==> config.mk <==
export PLATFORM = sky130hd
export DESIGN_NAME = lms_error_calc
export DESIGN_NICKNAME = d
export VERILOG_FILES = /design/src/rtl/lms_pkg.sv /design/src/rtl/lms_mac.sv /design/src/rtl/lms_error_calc.sv
export SDC_FILE = /design/constraint.sdc
export NUM_CORES = 2
export LEC_CHECK = 0
export ABC_AREA = 0
export CAP_MARGIN = 40
export CORE_AREA = 10 10 301 303
export CTS_CLUSTER_DIAMETER = 100
export CTS_CLUSTER_SIZE = 40
export DETAILED_ROUTE_END_ITERATION = 16
export DIE_AREA = 0 0 311 313
export GPL_TIMING_DRIVEN = 0
export HOLD_SLACK_MARGIN = 0.02
export MAX_ROUTING_LAYER = met4
export PLACE_DENSITY = 0.72
export SETUP_SLACK_MARGIN = 0.1
export SLEW_MARGIN = 5
export SYNTH_ARGS = -nofsm -noshare
export SYNTH_HDL_FRONTEND = slang
export SYNTH_HIERARCHICAL = 1
export SYNTH_SLANG_ARGS = --single-unit
==> constraint.sdc <==
create_clock -name clk -period 10.55 [get_ports clk]
set_clock_uncertainty 0.15 [all_clocks]
set_input_delay 2.11 -clock clk [delete_from_list [all_inputs] [get_ports clk]]
set_output_delay 2.11 -clock clk [all_outputs]
set_load 0.05 [all_outputs]
==> src/rtl/lms_pkg.sv <==
// Shared widths, FSM state encoding and saturation helper for the LMS error stage.
package lms_pkg;

    localparam int NTAP  = 16;
    localparam int DW    = 14;
    localparam int WW    = 32;
    localparam int WFRAC = 16;
    localparam int ACCW  = 50;
    localparam int PW    = WW + DW;
    localparam int CW    = $clog2(NTAP);

    localparam logic signed [ACCW-1:0] SAT_MAX = 50'sd8191;
    localparam logic signed [ACCW-1:0] SAT_MIN = -50'sd8192;

    typedef enum logic [2:0] {
        IDLE,
        MAC,
        ERR,
        WAIT,
        UPD
    } state_t;

    // Clamp a wide signed value into the 14-bit sample range.
    function automatic logic signed [DW-1:0] sat14(input logic signed [ACCW-1:0] v);
        if (v > SAT_MAX) begin
            return 14'sh1FFF;
        end else if (v < SAT_MIN) begin
            return 14'sh2000;
        end else begin
            return v[DW-1:0];
        end
    endfunction

endpackage

==> src/rtl/lms_mac.sv <==
// Registered multiply-accumulate: one weight x tap product per enabled cycle.
module lms_mac
    import lms_pkg::*;
(
    input  logic                   clk,
    input  logic                   rstn,
    input  logic                   clr,
    input  logic                   en,
    input  logic signed [WW-1:0]   w,
    input  logic signed [DW-1:0]   x,
    output logic signed [ACCW-1:0] acc
);

    logic signed [PW-1:0] prod;

    assign prod = w * x;

    // Accumulator: clear wins over enable; product is sign-extended to the full width.
    always_ff @(posedge clk or negedge rstn) begin
        if (!rstn) begin
            acc <= '0;
        end else if (clr) begin
            acc <= '0;
        end else if (en) begin
            acc <= acc + ACCW'(prod);
        end
    end

endmodule

==> src/rtl/lms_error_calc.sv <==
// LMS upstream stage: tap delay line, time-shared FIR MAC, error and update strobe.
module lms_error_calc
    import lms_pkg::*;
#(
    parameter int DIV_LAT = 1
) (
    input  logic                 clk,
    input  logic                 rstn,
    input  logic signed [DW-1:0] x_in,
    input  logic signed [DW-1:0] d_in,
    input  logic                 in_valid,
    output logic                 in_ready,
    input  logic signed [WW-1:0] weight_in_0,
    input  logic signed [WW-1:0] weight_in_1,
    input  logic signed [WW-1:0] weight_in_2,
    input  logic signed [WW-1:0] weight_in_3,
    input  logic signed [WW-1:0] weight_in_4,
    input  logic signed [WW-1:0] weight_in_5,
    input  logic signed [WW-1:0] weight_in_6,
    input  logic signed [WW-1:0] weight_in_7,
    input  logic signed [WW-1:0] weight_in_8,
    input  logic signed [WW-1:0] weight_in_9,
    input  logic signed [WW-1:0] weight_in_10,
    input  logic signed [WW-1:0] weight_in_11,
    input  logic signed [WW-1:0] weight_in_12,
    input  logic signed [WW-1:0] weight_in_13,
    input  logic signed [WW-1:0] weight_in_14,
    input  logic signed [WW-1:0] weight_in_15,
    output logic signed [DW-1:0] reff_0,
    output logic signed [DW-1:0] reff_1,
    output logic signed [DW-1:0] reff_2,
    output logic signed [DW-1:0] reff_3,
    output logic signed [DW-1:0] reff_4,
    output logic signed [DW-1:0] reff_5,
    output logic signed [DW-1:0] reff_6,
    output logic signed [DW-1:0] reff_7,
    output logic signed [DW-1:0] reff_8,
    output logic signed [DW-1:0] reff_9,
    output logic signed [DW-1:0] reff_10,
    output logic signed [DW-1:0] reff_11,
    output logic signed [DW-1:0] reff_12,
    output logic signed [DW-1:0] reff_13,
    output logic signed [DW-1:0] reff_14,
    output logic signed [DW-1:0] reff_15,
    output logic signed [DW-1:0] e,
    output logic signed [DW-1:0] y_out,
    output logic                 y_valid,
    output logic                 weight_cal_state
);

    // Last WAIT count; unused when the divider has zero latency.
    localparam logic [7:0] WAIT_LAST = 8'((DIV_LAT > 0) ? DIV_LAT - 1 : 0);

    state_t                  state;
    state_t                  state_nx;
    logic [CW-1:0]           tap;
    logic [7:0]              wait_cnt;
    logic signed [DW-1:0]    dly [NTAP];
    logic signed [WW-1:0]    wts [NTAP];
    logic signed [DW-1:0]    d_lat;
    logic signed [ACCW-1:0]  acc;
    logic signed [DW-1:0]    y_sat;
    logic signed [DW:0]      diff;
    logic signed [DW-1:0]    e_sat;
    logic                    accept;
    logic                    mac_clr;
    logic                    mac_en;

    assign wts[0]  = weight_in_0;
    assign wts[1]  = weight_in_1;
    assign wts[2]  = weight_in_2;
    assign wts[3]  = weight_in_3;
    assign wts[4]  = weight_in_4;
    assign wts[5]  = weight_in_5;
    assign wts[6]  = weight_in_6;
    assign wts[7]  = weight_in_7;
    assign wts[8]  = weight_in_8;
    assign wts[9]  = weight_in_9;
    assign wts[10] = weight_in_10;
    assign wts[11] = weight_in_11;
    assign wts[12] = weight_in_12;
    assign wts[13] = weight_in_13;
    assign wts[14] = weight_in_14;
    assign wts[15] = weight_in_15;

    assign reff_0  = dly[0];
    assign reff_1  = dly[1];
    assign reff_2  = dly[2];
    assign reff_3  = dly[3];
    assign reff_4  = dly[4];
    assign reff_5  = dly[5];
    assign reff_6  = dly[6];
    assign reff_7  = dly[7];
    assign reff_8  = dly[8];
    assign reff_9  = dly[9];
    assign reff_10 = dly[10];
    assign reff_11 = dly[11];
    assign reff_12 = dly[12];
    assign reff_13 = dly[13];
    assign reff_14 = dly[14];
    assign reff_15 = dly[15];

    assign accept = in_valid && in_ready;

    // Tap mux feeds the shared MAC; weights only matter while mac_en is high.
    lms_mac u_mac (
        .clk  (clk),
        .rstn (rstn),
        .clr  (mac_clr),
        .en   (mac_en),
        .w    (wts[tap]),
        .x    (dly[tap]),
        .acc  (acc)
    );

    // Drop the Q16.16 fraction (floor), then error at one extra bit so d - y never wraps.
    assign y_sat = sat14(acc >>> WFRAC);
    assign diff  = {d_lat[DW-1], d_lat} - {y_sat[DW-1], y_sat};
    assign e_sat = sat14(ACCW'(diff));

    // State register.
    always_ff @(posedge clk or negedge rstn) begin
        if (!rstn) begin
            state <= IDLE;
        end else begin
            state <= state_nx;
        end
    end

    // Next-state logic.
    always_comb begin
        state_nx = state;
        case (state)
            IDLE: if (accept) state_nx = MAC;
            MAC:  if (tap == CW'(NTAP - 1)) state_nx = ERR;
            ERR:  state_nx = (DIV_LAT == 0) ? UPD : WAIT;
            WAIT: if (wait_cnt == WAIT_LAST) state_nx = UPD;
            UPD:  state_nx = IDLE;
            default: state_nx = IDLE;
        endcase
    end

    // State-decoded outputs and MAC controls.
    always_comb begin
        in_ready         = (state == IDLE);
        weight_cal_state = (state == UPD);
        mac_en           = (state == MAC);
        mac_clr          = accept;
    end

    // Tap counter walks 0..15 during MAC and wraps back to 0 on the last tap.
    always_ff @(posedge clk or negedge rstn) begin
        if (!rstn) begin
            tap <= '0;
        end else if (accept) begin
            tap <= '0;
        end else if (mac_en) begin
            tap <= tap + CW'(1);
        end
    end

    // Divider-latency counter, restarted in ERR.
    always_ff @(posedge clk or negedge rstn) begin
        if (!rstn) begin
            wait_cnt <= '0;
        end else if (state == ERR) begin
            wait_cnt <= '0;
        end else if (state == WAIT) begin
            wait_cnt <= wait_cnt + 8'd1;
        end
    end

    // Delay line and desired-sample latch move only on accept edges.
    always_ff @(posedge clk or negedge rstn) begin
        if (!rstn) begin
            for (int k = 0; k < NTAP; k++) dly[k] <= '0;
            d_lat <= '0;
        end else if (accept) begin
            for (int k = NTAP - 1; k > 0; k--) dly[k] <= dly[k-1];
            dly[0] <= x_in;
            d_lat  <= d_in;
        end
    end

    // Result registers load on the edge leaving ERR; y_valid pulses for that one cycle.
    always_ff @(posedge clk or negedge rstn) begin
        if (!rstn) begin
            y_out   <= '0;
            e       <= '0;
            y_valid <= 1'b0;
        end else begin
            y_valid <= (state == ERR);
            if (state == ERR) begin
                y_out <= y_sat;
                e     <= e_sat;
            end
        end
    end

endmodule
After elaboration in Yosys (flattened, before gate mapping). Index checks and enable logic that the tools add are counted. W data, S select, Z words.

Logic and storage cells: 69. Output and inout port bits: 255. Bits in registers: 332.

Eq/ne operators: 8. Multiply operators: 1. Bitwise operators: 1. $lt $le $gt $ge: 5. Add/sub/neg operators: 4. Multiplexer cells: 20. Reductions and logical operators: 6.

Operator list (number): $bmux W32 S4 (1); $mux W50 (2); $mux W14 (6); $mux W32 (2); $bmux W14 S4 (1); $add A50 B46 Y50 (1); $mul A32 B14 Y46 (1); $gt A34 B14 Y1 const B (1); $lt A34 B14 Y1 const B (1); $mux W8 (2); $gt A15 B14 Y1 const B (1); $lt A15 B14 Y1 const B (1); $sub A14 B14 Y15 (1); $pmux W3 S4 (1); $mux W3 (3); $add A8 B1 Y8 const B (1); $logic_not A8 Y1 (1); $mux W4 (2); $eq A3 B2 Y1 const B (2); $ge A5 B5 Y1 const B (1); $not A4 Y5 (1); $add A4 B1 Y4 const B (1); $eq A4 B4 Y1 const B (1); $ne A2 B1 Y1 const B (2); other kinds (7) (8).

Depth between registers and ports, before layout.
Word-level depth: 8. Depth in mapped cells: 31. Mapped depth without buffers: 26.

Cells and area by module. Netlist, hierarchy kept.

By module, submodules not included: lms_mac (times used 1, cells each 2227, area each 20271.9 um^2, sequential area each 1251.2 um^2); lms_error_calc (times used 1, cells each 1241, area each 17683.2 um^2, sequential area each 7056.8 um^2).

Worst setup path after synthesis. OpenSTA, ideal clock, no wires.

Path type: input to register. Start: input weight_in_15[31]. End: register u_mac.acc[48]. Buffers on the path: 2. Data arrival time: 9.133 ns. Library setup time: 0.063 ns. Setup slack: 1.204 ns. Stages: 24. Cell sequence: mux4_2 mux4_2 clkbuf_1 nand2_1 inv_1 fa_1 fa_1 fa_1 fa_1 fa_1 inv_1 fa_1 inv_1 ha_1 clkbuf_1 a21o_1 a21oi_1 o21ai_0 a21oi_1 o21ai_0 a31oi_1 a31oi_1 nor4b_1 a211o_2.

Longest elaborated chain between the ends: 7.

Ends and longest elaborated chain: start, declared (RTL line lms_error_calc.sv:28) `input logic signed [WW-1:0] weight_in_15,`; $bmux W32 S4 (RTL line lms_error_calc.sv:111) `.w (wts[tap]),`; $mux W32 (not written as such) (2 in series) (RTL line lms_error_calc.sv:111); $mul A32 B14 Y46 (RTL line lms_mac.sv:16) `assign prod = w * x;`; $add A50 B46 Y50 (RTL line lms_mac.sv:25) `acc <= acc + ACCW'(prod);`; $mux W50 (RTL line lms_mac.sv:24) `end else if (en) begin`; $mux W50 (RTL line lms_mac.sv:22) `end else if (clr) begin`; end signal, assigned (RTL line lms_mac.sv:25); end, declared (RTL line lms_mac.sv:11) `output logic signed [ACCW-1:0] acc`.

No other way between the ends. The select of a mux whose other input is x is not followed. A chain may end at the register's enable or synchronous reset.

Final worst setup path.
Start: register tap[1]. End: register u_mac.acc[47].

Longest elaborated chain between the ends: 8. Elaborated cells on any way between the ends: 11. Those cells by class: 1 x add/sub; 1 x mul; 8 x mux; 1 x bitwise.

Ends and longest elaborated chain: start, declared (RTL line lms_error_calc.sv:56) `logic [CW-1:0] tap;`; start signal, assigned (RTL line lms_error_calc.sv:158) `tap <= tap + CW'(1);`; $not A4 Y5 (not written as such) * (RTL line lms_error_calc.sv:111, lms_error_calc.sv:112); $bmux W32 S4 or $bmux W14 S4 (tied branches) (RTL line lms_error_calc.sv:111, lms_error_calc.sv:112); $mux W32 (not written as such) or $mux W14 (tied branches) (2 in series) (RTL line lms_error_calc.sv:111, lms_error_calc.sv:112); $mul A32 B14 Y46 * (RTL line lms_mac.sv:16); $add A50 B46 Y50 * (RTL line lms_mac.sv:25); $mux W50 * (RTL line lms_mac.sv:24); $mux W50 * (RTL line lms_mac.sv:22).

Every way passes the cells marked *; elsewhere a longest branch is shown, timed or not. The select of a mux whose other input is x is not followed.

==> results by group <==
Placed design
  • HPWL Detailed: 149 mm
  • Port Buffers: 797
  • RePlAce Congestion: 1.01

Clocking
  • Clk slew on worst S/H paths: 0.13 ns
  • Clock Sinks: 332
  • Root buffer cell: clkbuf_16
  • H-tree depth: 1
  • Maximum clock path buffer count: 3
  • Clk_lat worst skew: 0.59 ns
  • CTS Buf Count: 16
  • Post-CTS setup repair buffer count: 0
  • CTS tree: done

Setup path
  • Crit-path leading delay family: adder cells
  • Worst Path Buf+Inv: 10
  • Slowest stage cell on the critical path: buf_2
  • CP max FO: 10
  • Critical Path AT: 10.39 ns
  • R2R Setup Slk: 0.52 ns
  • WS Path Type: flop to flop
  • Critical path required time: 10.91 ns
  • Critical path launch point type: flop
  • Setup crit end kind: flop
  • CP most frequent cell: fa_1
  • Slowest stage delay, CP: 0.71 ns

Die
  • Core Rows: 107
  • DIE AREA: 97300 µm²
  • Core area: 84600 µm²
  • Die Wd: 311 µm
  • # IOs: 798
  • Initial Util: 44.9%
  • Die height: 313 µm

Route
  • Antenna-violating nets left: 0
  • DRC: 0
  • WL/cell: 31.3 µm
  • Routed WL: 173 mm
  • Drt via density: 5.71
  • DR pass1 iterations: 7
  • Initial drt markers: 2956
  • Routed vias: 31500

Min path
  • Worst Hold Class: flop to flop

Run
  • Max-cap violations: 0

Finish
  • Fill cell count: 7295
  • Layout cell share with drive strength beyond 1: 14.1%
  • Max FFs per register: 50
  • Area of the multi-input gates: 26500 µm²
  • Sequential cell area: 8310 µm²
  • Area Overhead vs Synth: 28.4%
  • Nets: 5495
  • Largest register by flop count: u_mac/acc

Timing
  • Final setup violation count: 0
  • Final period utilization: 95.1%
  • Final hold viol count: 0
  • TNS Setup: 0 ns
  • Max Fclk: 99.7 MHz
  • Slew @ Worst Pin: 0.953 ns
  • Relative slew slack: 36.5%
  • Setup repair after global routing missed its margin: no
  • Final count of pins violating max slew: 0
  • Post-layout min period: 10.03 ns

Logic synthesis
  • Sequential element share of the synthesized area: 21.9%
  • Ys flop type: dfrtp_1
  • Top-area cell type share of the netlist area: 26.0%
  • Syn avg cell area: 10.9 µm²
  • Number of flops mapped to enable cells by yosys: 0
  • Area contributors post-synth: fa_1, dfrtp_1, mux4_2, mux2_2, inv_1
  • Synth area leader: fa_1
  • Syn Nets: 4639
  • Cell variety after synth: 101
  • Post-Syn Area: 38000 µm²
  • Synth top cells by count: inv_1, fa_1, dfrtp_1
  • YS warnings: 6
  • Count leader, synth: inv_1
  • Post-synth ARST share: 100%
  • Synth Register Bits: 332
  • Mapped Cells: 3468

Global routing
  • Global-route wire length before repair: 245 mm
  • Initial antenna violation count: 62
  • Remaining global-route overflow: 0
  • Pin count of the biggest net entering global routing: 104
  • Global Route Usage Sum: 36.0%
  • Number of global-route vias before repair: 33100

Outcome
  • Outcome: completed
path summary, 6_finish.rpt:
check / start / endpoint / depth (start not counted)
worst max-delay path: tap[1] / u_mac/acc[47] / 30
worst min-delay path: y_out[10] / y_out[10] / 2
worst max register to register: tap[1] / u_mac/acc[47] / 30
worst min register to register: y_out[10] / y_out[10] / 2
max in group asynchronous: rstn / reff_13[6] / 2
min in group asynchronous: rstn / reff_2[7] / 1
worst min-delay path: stages (launching register included):
cell	delay [ns]
dfrtp_1	0.37
nand2_1	0.05
o21ai_0	0.06
cell usage in the layout (no fill, tap or decap), drive strengths merged, types with 6 or more instances in the layout:
cell / instances
o21bai: 13
xor2: 14
mux2: 233
nand2: 295
dfrtp: 332
mux2i: 37
a211oi: 15
a211o: 6
or3: 6
nand2b: 15
clkdlybuf4s50: 797
o31ai: 12
nand4: 22
nand3: 29
clkinv: 7
o21a: 8
a21o: 32
xnor2: 48
a31oi: 18
nor3b: 7
diode: 46
fa: 492
nor2: 134
and2: 226
nor2b: 10
buf: 67
nor4: 10
clkbuf: 201
o21ai: 85
mux4: 230
and3: 6
ha: 136
a21oi: 79
nor3: 21
inv: 614
through the flow:
step | std cells | util, % | hold WS, ns | setup slack (ns) | cell area [µm²]
after floorplan | 3468 | - | 0.308 | 1.20 | 38000
after global placement | 5409 | 56.0 | 0.314 | -7.44 | 47400
after detailed placement | 5450 | 56.7 | 0.319 | -0.193 | 48000
after CTS | 5476 | 57.4 | 0.349 | 0.123 | 48600
after global routing | 5511 | 57.6 | 0.371 | 0.111 | 48700
final | 5523 | 57.6 | 0.349 | 0.516 | 48700
area by class of cell:
class | count | share of cell area (%)
Buffer | 209 | 1.83
Antenna cell | 46 | 0.236
Tap cell | 1144 | 2.94
Clock inverter | 11 | 0.488
Clock buffer | 16 | 0.822
Multi-Input combinational cell | 2314 | 54.3
Sequential cell | 332 | 17.0
Timing Repair Buffer | 840 | 17.6
Inverter | 611 | 4.71
logic make-up (layout without fill, tap and decap cells):
kind of cell | count (synthesis) | in the layout | synth area share (%)
fa+ha+maj | 630 | 630 | 30.5
mux | 500 | 500 | 21.5
flops | 332 | 332 | 21.9
compound gates | 324 | 324 | 5.94
xor+xnor | 62 | 62 | 1.43
simple gates | 798 | 798 | 10.4
other cells | 0 | 46 | 0
buf+inv | 822 | 1687 | 8.36
layer usage:
layer  wire, µm  vias to the layer above  global-route usage (%)
met5          0                        -                       -
met4       8520                        0                    13.9
met3      18200                      276                    11.1
met2      79600                     1562                    55.9
met1      66500                    16500                    44.0
li1           -                    13200                       -
what timing repair did:
action	in CTS	in global routing
cloned	0	0
hold buffers	0	0
resized for setup	3	17
endpoints found under the setup margin	9	9
Power is not shown: default switching activity piles up to over one toggle a cycle in this logic, so the estimate is an artifact.
